File: src/rtl/cdb_arbiter.sv
// Common data bus arbiter: picks one ready reservation station per cycle, lowest index first.
// A station that has waited STARVE_LIMIT cycles is escalated through a rotating starvation scan.
module cdb_arbiter #(
    parameter int NUM_RS       = 8,
    parameter int DATA_WIDTH   = 32,
    parameter int STARVE_LIMIT = 4
) (
    input  logic                         clk,
    input  logic                         rst,
    input  logic [NUM_RS-1:0]            unit_done,
    input  logic [NUM_RS*DATA_WIDTH-1:0] unit_result,
    input  logic [NUM_RS-1:0]            op_has_rd,
    input  logic [NUM_RS-1:0]            cancel,
    input  logic                         cdb_hold,
    output logic [NUM_RS-1:0]            do_retire,
    output logic                         cdb_valid,
    output logic [DATA_WIDTH-1:0]        cdb_result,
    output logic [2:0]                   cdb_rs_id,
    output logic                         starved_any,
    output logic [31:0]                  retire_count
);

    localparam logic [3:0] LIMIT   = 4'(STARVE_LIMIT);
    localparam logic [2:0] LAST_RS = 3'(NUM_RS - 1);

    logic [3:0]        wait_cnt [NUM_RS];
    logic [2:0]        rr_ptr;
    logic [NUM_RS-1:0] elig;
    logic [NUM_RS-1:0] starved;
    logic              any_at_limit;
    logic              grant;
    logic              from_starve;
    logic [2:0]        gnt_idx;
    int unsigned       scan_idx;

    always_comb begin
        elig         = unit_done & ~cancel & {NUM_RS{~cdb_hold & ~rst}};
        starved      = '0;
        any_at_limit = 1'b0;
        for (int unsigned i = 0; i < NUM_RS; i++) begin
            starved[i]   = (wait_cnt[i] >= LIMIT) & elig[i];
            any_at_limit = any_at_limit | (wait_cnt[i] >= LIMIT);
        end

        grant       = 1'b0;
        from_starve = 1'b0;
        gnt_idx     = '0;
        scan_idx    = 0;
        if (|starved) begin
            // Rotating scan starting at rr_ptr, wrapping modulo NUM_RS
            for (int unsigned k = 0; k < NUM_RS; k++) begin
                scan_idx = (int'(rr_ptr) + k) % NUM_RS;
                if (!grant && starved[scan_idx]) begin
                    grant       = 1'b1;
                    from_starve = 1'b1;
                    gnt_idx     = 3'(scan_idx);
                end
            end
        end else begin
            for (int unsigned i = 0; i < NUM_RS; i++) begin
                if (!grant && elig[i]) begin
                    grant   = 1'b1;
                    gnt_idx = 3'(i);
                end
            end
        end
    end

    always_comb begin
        do_retire  = '0;
        cdb_valid  = 1'b0;
        cdb_result = '0;
        cdb_rs_id  = '0;
        if (grant) begin
            cdb_rs_id = gnt_idx;
            for (int unsigned i = 0; i < NUM_RS; i++) begin
                if (gnt_idx == 3'(i)) begin
                    do_retire[i] = 1'b1;
                    cdb_valid    = op_has_rd[i];
                    cdb_result   = unit_result[i*DATA_WIDTH +: DATA_WIDTH];
                end
            end
        end
    end

    always_ff @(posedge clk) begin
        if (rst) begin
            for (int unsigned i = 0; i < NUM_RS; i++) wait_cnt[i] <= '0;
            rr_ptr       <= '0;
            retire_count <= '0;
            starved_any  <= 1'b0;
        end else begin
            // Waiting continues to accumulate under cdb_hold; only grant or drop clears it
            for (int unsigned i = 0; i < NUM_RS; i++) begin
                if (do_retire[i])
                    wait_cnt[i] <= '0;
                else if (unit_done[i] & ~cancel[i])
                    wait_cnt[i] <= (wait_cnt[i] == 4'hf) ? wait_cnt[i] : wait_cnt[i] + 4'd1;
                else
                    wait_cnt[i] <= '0;
            end
            if (grant && from_starve)
                rr_ptr <= (gnt_idx == LAST_RS) ? 3'd0 : gnt_idx + 3'd1;
            if (grant)
                retire_count <= retire_count + 32'd1;
            starved_any <= any_at_limit;
        end
    end

endmodule

File: config.mk
export PLATFORM = sky130hd
export DESIGN_NAME = cdb_arbiter
export DESIGN_NICKNAME = d
export VERILOG_FILES = /design/src/rtl/cdb_arbiter.sv
export SDC_FILE = /design/constraint.sdc
export NUM_CORES = 1
export LEC_CHECK = 0
export CELL_PAD_IN_SITES_DETAIL_PLACEMENT = 1
export CELL_PAD_IN_SITES_GLOBAL_PLACEMENT = 1
export CORE_ASPECT_RATIO = 1.75
export CORE_MARGIN = 1
export CORE_UTILIZATION = 26
export CTS_CLUSTER_DIAMETER = 80
export DETAILED_ROUTE_END_ITERATION = 7
export GPL_ROUTABILITY_DRIVEN = 0
export PLACE_DENSITY = 0.83
export SETUP_SLACK_MARGIN = 0.2
export SLEW_MARGIN = 10
export SYNTH_ARGS = -nofsm -noshare
export SYNTH_HDL_FRONTEND = slang
export SYNTH_SLANG_ARGS = --single-unit
File: constraint.sdc
create_clock -name clk -period 4.9 [get_ports clk]
set_input_delay 0.49 -clock clk [delete_from_list [all_inputs] [get_ports clk]]
set_output_delay 0.49 -clock clk [all_outputs]
set_load 0.05 [all_outputs]
==> results of run 1 <==
==> cell type report <==
cell class | count | share of cell area [%]
Antenna cell | 3 | 0.0506
Clock buffer | 10 | 1.69
Clock inverter | 6 | 0.337
Inverter | 8 | 0.354
Multi-Input combinational cell | 797 | 42.2
Sequential cell | 68 | 11.4
Tap cell | 369 | 3.11
Timing Repair Buffer | 588 | 40.9
==> cell families after synthesis <==
| family | share of synthesized area [%] |
|---|---|
| AO/OA/AOI/OAI | 31.8 |
| XOR/XNOR | 5.60 |
| adder cells (fa/ha/maj) | 2.96 |
| buffers and inverters | 5.08 |
| flip-flops | 23.4 |
| multiplexers | 3.06 |
| AND/OR/NAND/NOR | 28.1 |
==> per-layer routing <==
| metal | wire, µm | GRT usage (%) | vias to the layer above |
|---|---|---|---|
| met5 | 0 | 0.178 | - |
| met4 | 4790 | 21.9 | 0 |
| met3 | 3470 | 5.60 | 290 |
| met2 | 26000 | 58.0 | 751 |
| met1 | 16200 | 30.1 | 5396 |
| li1 | - | - | 4684 |
==> registers in the layout, indices dropped and copies added (netlist names) <==
signal        count
starved_any       1
retire_count     32
wait_cnt         32
rr_ptr            3
==> through the flow <==
step | total power (µW) | instances | hold WS [ns] | util [%]
after floorplan | 1030 | 956 | 0.560 | -
after global placement | 1470 | 1770 | 0.490 | 47.1
after detailed placement | 1480 | 1770 | 0.498 | 47.1
after CTS | 2260 | 1817 | 0.524 | 51.9
after global routing | 2440 | 1849 | 0.548 | 54.5
final | 2380 | 1849 | 0.522 | 54.5
==> path summary, 6_finish.rpt <==
kind,to,slack (ns)
worst min register to register,retire_count[12]$_SDFFE_PP0P_,0.52
worst max register to register,wait_cnt[1][8]$_SDFFCE_PP0P_,0.12
worst min-delay path,retire_count[12]$_SDFFE_PP0P_,0.52
worst max-delay path,cdb_result[10],-0.82
==> critical path, stage by stage <==
cell and delay [ns]:
clkdlybuf4s50_1 0.47, nor2b_1 0.18, o21ai_1 0.37, mux2i_2 0.26
buf_4 0.20, a221oi_1 0.32, a21oi_1 0.11, a2bb2oi_2 0.26
nand3b_1 0.19, o21ai_2 0.09, a2111o_1 0.39, buf_4 0.15
buf_6 0.12, ha_4 0.17, ha_4 0.17, nor3_4 0.28
nand2b_4 0.13, buf_12 0.17, buf_12 0.14, o21a_1 0.21
o21ai_4 0.19, buf_12 0.16
==> timing repair <==
action / 4_1_cts / 5_1_grt
hold endpoints to repair: 0 / 0
gates resized for setup: 152 / 100
setup buffers: 23 / 24
pin swaps: 39 / 39
cloned: 8 / 5
setup endpoints to repair: 56 / 90
==> placed cells by master (no fill, tap or decap), drive strengths merged, types with 15 or more instances in the layout <==
master           n
clkdlybuf4s50  313
buf            267
nor2           135
o21ai           82
a21oi           80
dfxtp           36
and3            35
nor3            33
edfxtp          32
nand3           29
xor2            29
nand2           24
a221o           23
nand3b          23
a21o            23
a32o            22
o22ai           18
xnor2           17
ha              17
and2            16
nand4           15
nand2b          15
==> power by group through the flow <==
stage | clock (µW) | sequential [µW] | combinational, µW
after global routing | 716 | 600 | 1120
after detailed placement | 0 | 613 | 872
after floorplan | 0 | 615 | 418
final | 695 | 600 | 1080
after global placement | 0 | 612 | 856
after CTS | 680 | 599 | 984
==> impl_metrics.yaml, run 1 <==
outcome:
  status: "finished, violations left"
  violations: "setup timing"
drt:
  viasPerCell: 6.01
  drtAntennaViolNets: 0
  detail_route.wl_per_cell_um: 27.3
  num_vias: 11100
  drt-initial-drc-count: 687
  drcViolationCount: 0
  dr.pass1.iters: 5
  routed_wirelength_um: 50400
place:
  dp_hpwl_um: 31600
  preCtsSetupSlack_ns: -0.801
  io_buffers: 359
  placed_area_um2: 12800
cts:
  htree_num_levels: 3
  cts_root_buf: "clkbuf_16"
  numCtsBuffers: 9
  clk_pin_slew_ns: 0.07
  clk_path_buf_depth: 2
  cts_tree: "built"
  clock_sinks: 68
  ctsHoldBuffers: 0
  clkLatencyLatePin_ns: 0.36
grt:
  grt_usage_pct: 31.0
  grt_overflow: 0
  grt_pass1_wl_um: 67200
  grt_max_degree: 57
  antenna_found_initial: 3
  grt_pass1_vias: 11800
yosys:
  ys_top_cells_by_area: "edfxtp_1, dfxtp_1, nor2_1"
  synth-warning-count: 0
  synth.net_count: 1256
  syn-instance-count: 956
  ys.flop_type: "dfxtp_1"
  synthArstFlopShare_pct: 0
  synth-seq-cells: 68
  synth_cell_types: 71
  synthTopCellsByCount: "nor2_1, o21ai_0, a21oi_1"
  synth_area_um2: 7190
  yosysSeqAreaShare_pct: 23.4
  synth_enable_flop_cells: 32
  yosysMostFrequentCell: "nor2_1"
  yosysTopAreaCell: "edfxtp_1"
  netlist.area_leader.share_pct: 13.4
  syn_area_per_cell_um2: 7.52
critical_path:
  crit_path_end_kind: "output port"
  cp-startpoint: "unit_done[1]"
  r2r_cells: 21
  r2r_start: "wait_cnt[1][15]$_SDFFCE_PP0P_"
  critPathKind: "input port to output port"
  cp-start-kind: "input port"
  worstPathRequired_ns: 4.41
  cp_max_fo: 9
  cp.arrival_ns: 5.23
cells_and_area:
  fillers: 3089
  layout-drive-gt1-share_pct: 33.4
  seqCellArea_um2: 1690
  finish.instance_area_um2: 14800
  nets: 1772
  multiInputGateArea_um2: 6250
  syn2layout_area_growth_pct: 106
sta:
  fin_crit_sh_pct: 117
  rsz0062_at_grt: "yes"
  hold_violations: 0
  setup_slack_ns: -0.816
  fin_skew_ns: 0.0138
  fin_crit_ns: 5.72
  drv_slew: 0
  fin_setup_tns_ns: -24.90
  clock.fmax_mhz: 175
  maxSlewHeadroom_pct: 54.3
  worst_slew_pin_slew_ns: 0.680
  finalSetupViolations: 39
floorplanning:
  die_w_um: 128
  start_util_pct: 26.4
  dieArea_um2: 28400
  io_pins: 360
  rows: 80
  fp.dieH_um: 222
  core_area_um2: 27200
hold_path:
  hold_depth: 2
  hp-start: "retire_count[12]$_SDFFE_PP0P_"
  hp-class: "flop to flop"
pwr:
  ir_drop_mv: 0.161
  clkPwrFrac_pct: 29.2
  p_int_uw: 1540
  leakage_uw: 0.00580
  p_switching_uw: 836
  p_per_area_nw_per_um2: 160
  p_comb_share_pct: 45.6
  netSwitchingFraction_pct: 35.1
  p_seq_share_pct: 25.2
flow_run:
  cap_violations: 0
Note: power is estimated with default switching activity, not from simulation.
==> inputs of run 2 (changes only) <==
--- a/config.mk
+++ b/config.mk
@@ -5,15 +5,17 @@
 export SDC_FILE = /design/constraint.sdc
 export NUM_CORES = 1
 export LEC_CHECK = 0
+export ABC_AREA = 1
 export CELL_PAD_IN_SITES_DETAIL_PLACEMENT = 1
 export CELL_PAD_IN_SITES_GLOBAL_PLACEMENT = 1
 export CORE_ASPECT_RATIO = 1.75
 export CORE_MARGIN = 1
-export CORE_UTILIZATION = 26
+export CORE_UTILIZATION = 38
 export CTS_CLUSTER_DIAMETER = 80
 export DETAILED_ROUTE_END_ITERATION = 7
+export DONT_BUFFER_PORTS = 1
 export GPL_ROUTABILITY_DRIVEN = 0
-export PLACE_DENSITY = 0.83
+export PLACE_DENSITY = 0.82
 export SETUP_SLACK_MARGIN = 0.2
 export SLEW_MARGIN = 10
 export SYNTH_ARGS = -nofsm -noshare
==> run 2 against run 1 <==
Net effect: the run now ends clean; cell area fell by 31%; power fell by 5.3%; critical path depth rose by 4; clock skew fell by 0.0051 ns; core utilization fell by 5.9 points; sequential power rose by 2%; die area fell by 22%; clock-buffer cell count did not move; routed wire length fell by 23%; combinational power fell by 6%; synthesized cell count rose by 57%; first-iteration DRC count fell by 19%; critical endpoint is now cdb_result[5].
==> impl_metrics.yaml, run 2 <==
critical_path:
  cp_max_fo: 16
  critPathKind: "flop to output port"
  cp-startpoint: "wait_cnt[1][7]$_SDFFCE_PP0P_"
  r2r_start: "wait_cnt[1][7]$_SDFFCE_PP0P_"
  cp-start-kind: "flop"
  crit_path_end_kind: "output port"
  cp.arrival_ns: 4.35
  worstPathRequired_ns: 4.41
drt:
  viasPerCell: 5.67
  drcViolationCount: 0
  drt-initial-drc-count: 559
  drtAntennaViolNets: 0
  detail_route.wl_per_cell_um: 21.7
  routed_wirelength_um: 38600
  dr.pass1.iters: 5
  num_vias: 10100
pwr:
  p_switching_uw: 1020
  clkPwrFrac_pct: 27.5
  ir_drop_mv: 0.330
  p_seq_share_pct: 27.2
  p_comb_share_pct: 45.3
  p_per_area_nw_per_um2: 221
  leakage_uw: 0.00499
  p_int_uw: 1240
  power.total_uw: 2250
  netSwitchingFraction_pct: 45.1
cts:
  cts_root_buf: "clkbuf_16"
  cts_tree: "built"
  clock_sinks: 68
  numCtsBuffers: 9
  clk_path_buf_depth: 2
  clkLatencyLatePin_ns: 0.34
  htree_num_levels: 3
  ctsHoldBuffers: 0
  clk_pin_slew_ns: 0.06
sta:
  fin_crit_ns: 4.84
  finalSetupViolations: 0
  worst_slew_pin_slew_ns: 0.919
  clock.fmax_mhz: 207
  hold_violations: 0
  fin_crit_sh_pct: 98.7
  fin_skew_ns: 0.00865
  drv_slew: 0
  maxSlewHeadroom_pct: 38.3
  rsz0062_at_grt: "yes"
yosys:
  synth-warning-count: 0
  synthArstFlopShare_pct: 0
  synthTopCellsByCount: "nand2_1, inv_1, nand3_1"
  yosysMostFrequentCell: "nand2_1"
  synth_enable_flop_cells: 32
  netlist.area_leader.share_pct: 22.1
  yosysSeqAreaShare_pct: 20.6
  synth_area_um2: 8150
  synth.net_count: 1800
  yosysTopAreaCell: "nand2_1"
  ys.flop_type: "dfxtp_1"
  synth-seq-cells: 68
  syn_area_per_cell_um2: 5.43
  synth_cell_types: 42
  ys_top_cells_by_area: "nand2_1, inv_1, edfxtp_1"
  syn-instance-count: 1500
place:
  dp_hpwl_um: 27100
  io_buffers: 0
  placed_area_um2: 8740
  place_inst: 1710
grt:
  grt_usage_pct: 30.7
  grt_pass1_vias: 9839
  grt_overflow: 0
  grt_pass1_wl_um: 52000
  antenna_found_initial: 6
  grt_max_degree: 69
cells_and_area:
  final_common_cell: "nand2_1"
  fillers: 2838
  finish.instance_area_um2: 10200
  post-route-util_pct: 48.6
  instances_no_fill: 1775
  final_cell_mix: "nand2_1, inv_1, nand3_1, nor2_1, o21ai_0"
  nets: 1815
  reg.largest.list: "retire_count (32), wait_cnt (32), rr_ptr (3)"
  syn2layout_area_growth_pct: 24.9
  layout-drive-gt1-share_pct: 18.8
floorplanning:
  start_util_pct: 38.9
  fp.dieH_um: 196
  die_w_um: 113
  rows: 70
  dieArea_um2: 22100
  io_pins: 360
  core_area_um2: 20900
outcome:
  status: "completed"
flow_run:
  cap_violations: 0
hold_path:
  hp-start: "rst"
  hp-class: "input port to flop"
-- run 2: cell count changes in the layout (fill, tap and decap cells not counted), sizes merged, moves of 23 or more --
cell,before,now
nand3,29,196
clkdlybuf4s50,313,0
inv,14,281
a221o,23,0
a21o,23,0
buf,267,76
nand2,24,488
and3,35,0
-- run 2: cell type report --
type / instances / area, µm² / share of cell area [%]
multi-input combinational: 1057 / 5800 / 57.0
inverter: 297 / 1140 / 11.2
clock buffer: 10 / 239 / 2.35
tap: 252 / 315 / 3.10
antenna: 3 / 7.51 / 0.0738
sequential: 68 / 1690 / 16.6
timing repair buffer: 82 / 943 / 9.27
clock inverter: 6 / 38.8 / 0.381
-- run 2: worst paths after layout --
path | to | slack (ns) | depth (start not counted)
setup reg to reg | wait_cnt[1][14]$_SDFFCE_PP0P_ | 0.73 | 22
hold / removal | retire_count[4]$_SDFFE_PP0P_ | 0.22 | 1
setup / recovery | cdb_result[5] | 0.06 | 26
hold reg to reg | wait_cnt[1][8]$_SDFFCE_PP0P_ | 0.60 | 1
-- run 2: per-stage QoR --
step                setup slack, ns  hold WS, ns  TNS (ns)
CTS                           0.155        0.214         0
global placement             0.0662        0.567         0
finish                       0.0644        0.217         0
global route                 -0.135        0.213     -2.30
floorplan                     0.204        0.561         0
detailed placement          -0.0668        0.574    -0.849
-- run 2: what timing repair did --
item | CTS | global route
pin swaps | 30 | 52
endpoints found under the setup margin | 35 | 33
setup buffers | 18 | 18
cloned | 3 | 7
gates resized for setup | 76 | 94
-- run 2: worst max-delay path: stages (launching register included) --
cell	delay [ns]
edfxtp_1	0.39
inv_1	0.07
nand2_1	0.11
nand3_2	0.16
nand2_2	0.14
nand3_2	0.12
nand2_1	0.09
nand2_2	0.07
o21a_2	0.17
nand2_2	0.12
nor2_4	0.05
nand3b_1	0.12
nor2_1	0.07
a2111oi_2	0.37
buf_4	0.19
nand2_4	0.08
inv_4	0.10
ha_4	0.29
clkbuf_16	0.23
nand3_1	0.10
nand3_1	0.15
nand2_1	0.07
nand2_1	0.06
nand2_1	0.09
nand2_1	0.11
nand2_2	0.08
a21oi_4	0.38
-- run 2: power by group through the flow --
| stage | combinational (µW) | sequential, µW | clock, µW |
|---|---|---|---|
| finish | 1020 | 612 | 620 |
| floorplan | 687 | 622 | 0 |
| detailed placement | 902 | 625 | 0 |
| global route | 1080 | 613 | 640 |
| CTS | 961 | 612 | 617 |
| global placement | 890 | 625 | 0 |
-- run 2: cell families (layout without fill, tap and decap cells) --
| logic type | after synthesis | after routing | share of synthesized area, % |
|---|---|---|---|
| AND/OR/NAND/NOR | 858 | 858 | 45.0 |
| buffers and inverters | 375 | 395 | 19.4 |
| adder cells (fa/ha/maj) | 17 | 17 | 2.61 |
| AO/OA/AOI/OAI | 170 | 170 | 11.1 |
| other | 0 | 3 | 0 |
| flip-flops | 68 | 68 | 20.6 |
| XOR/XNOR | 12 | 12 | 1.29 |
-- run 2: metal layers --
| layer | part of all wire [%] | global-route usage, % | vias up |
|---|---|---|---|
| met5 | 0.096 | 0 | - |
| met4 | 6.3 | 18.5 | 6 |
| met3 | 7.7 | 7.63 | 154 |
| met2 | 54 | 59.7 | 456 |
| met1 | 32 | 27.9 | 4769 |
| li1 | - | - | 4686 |
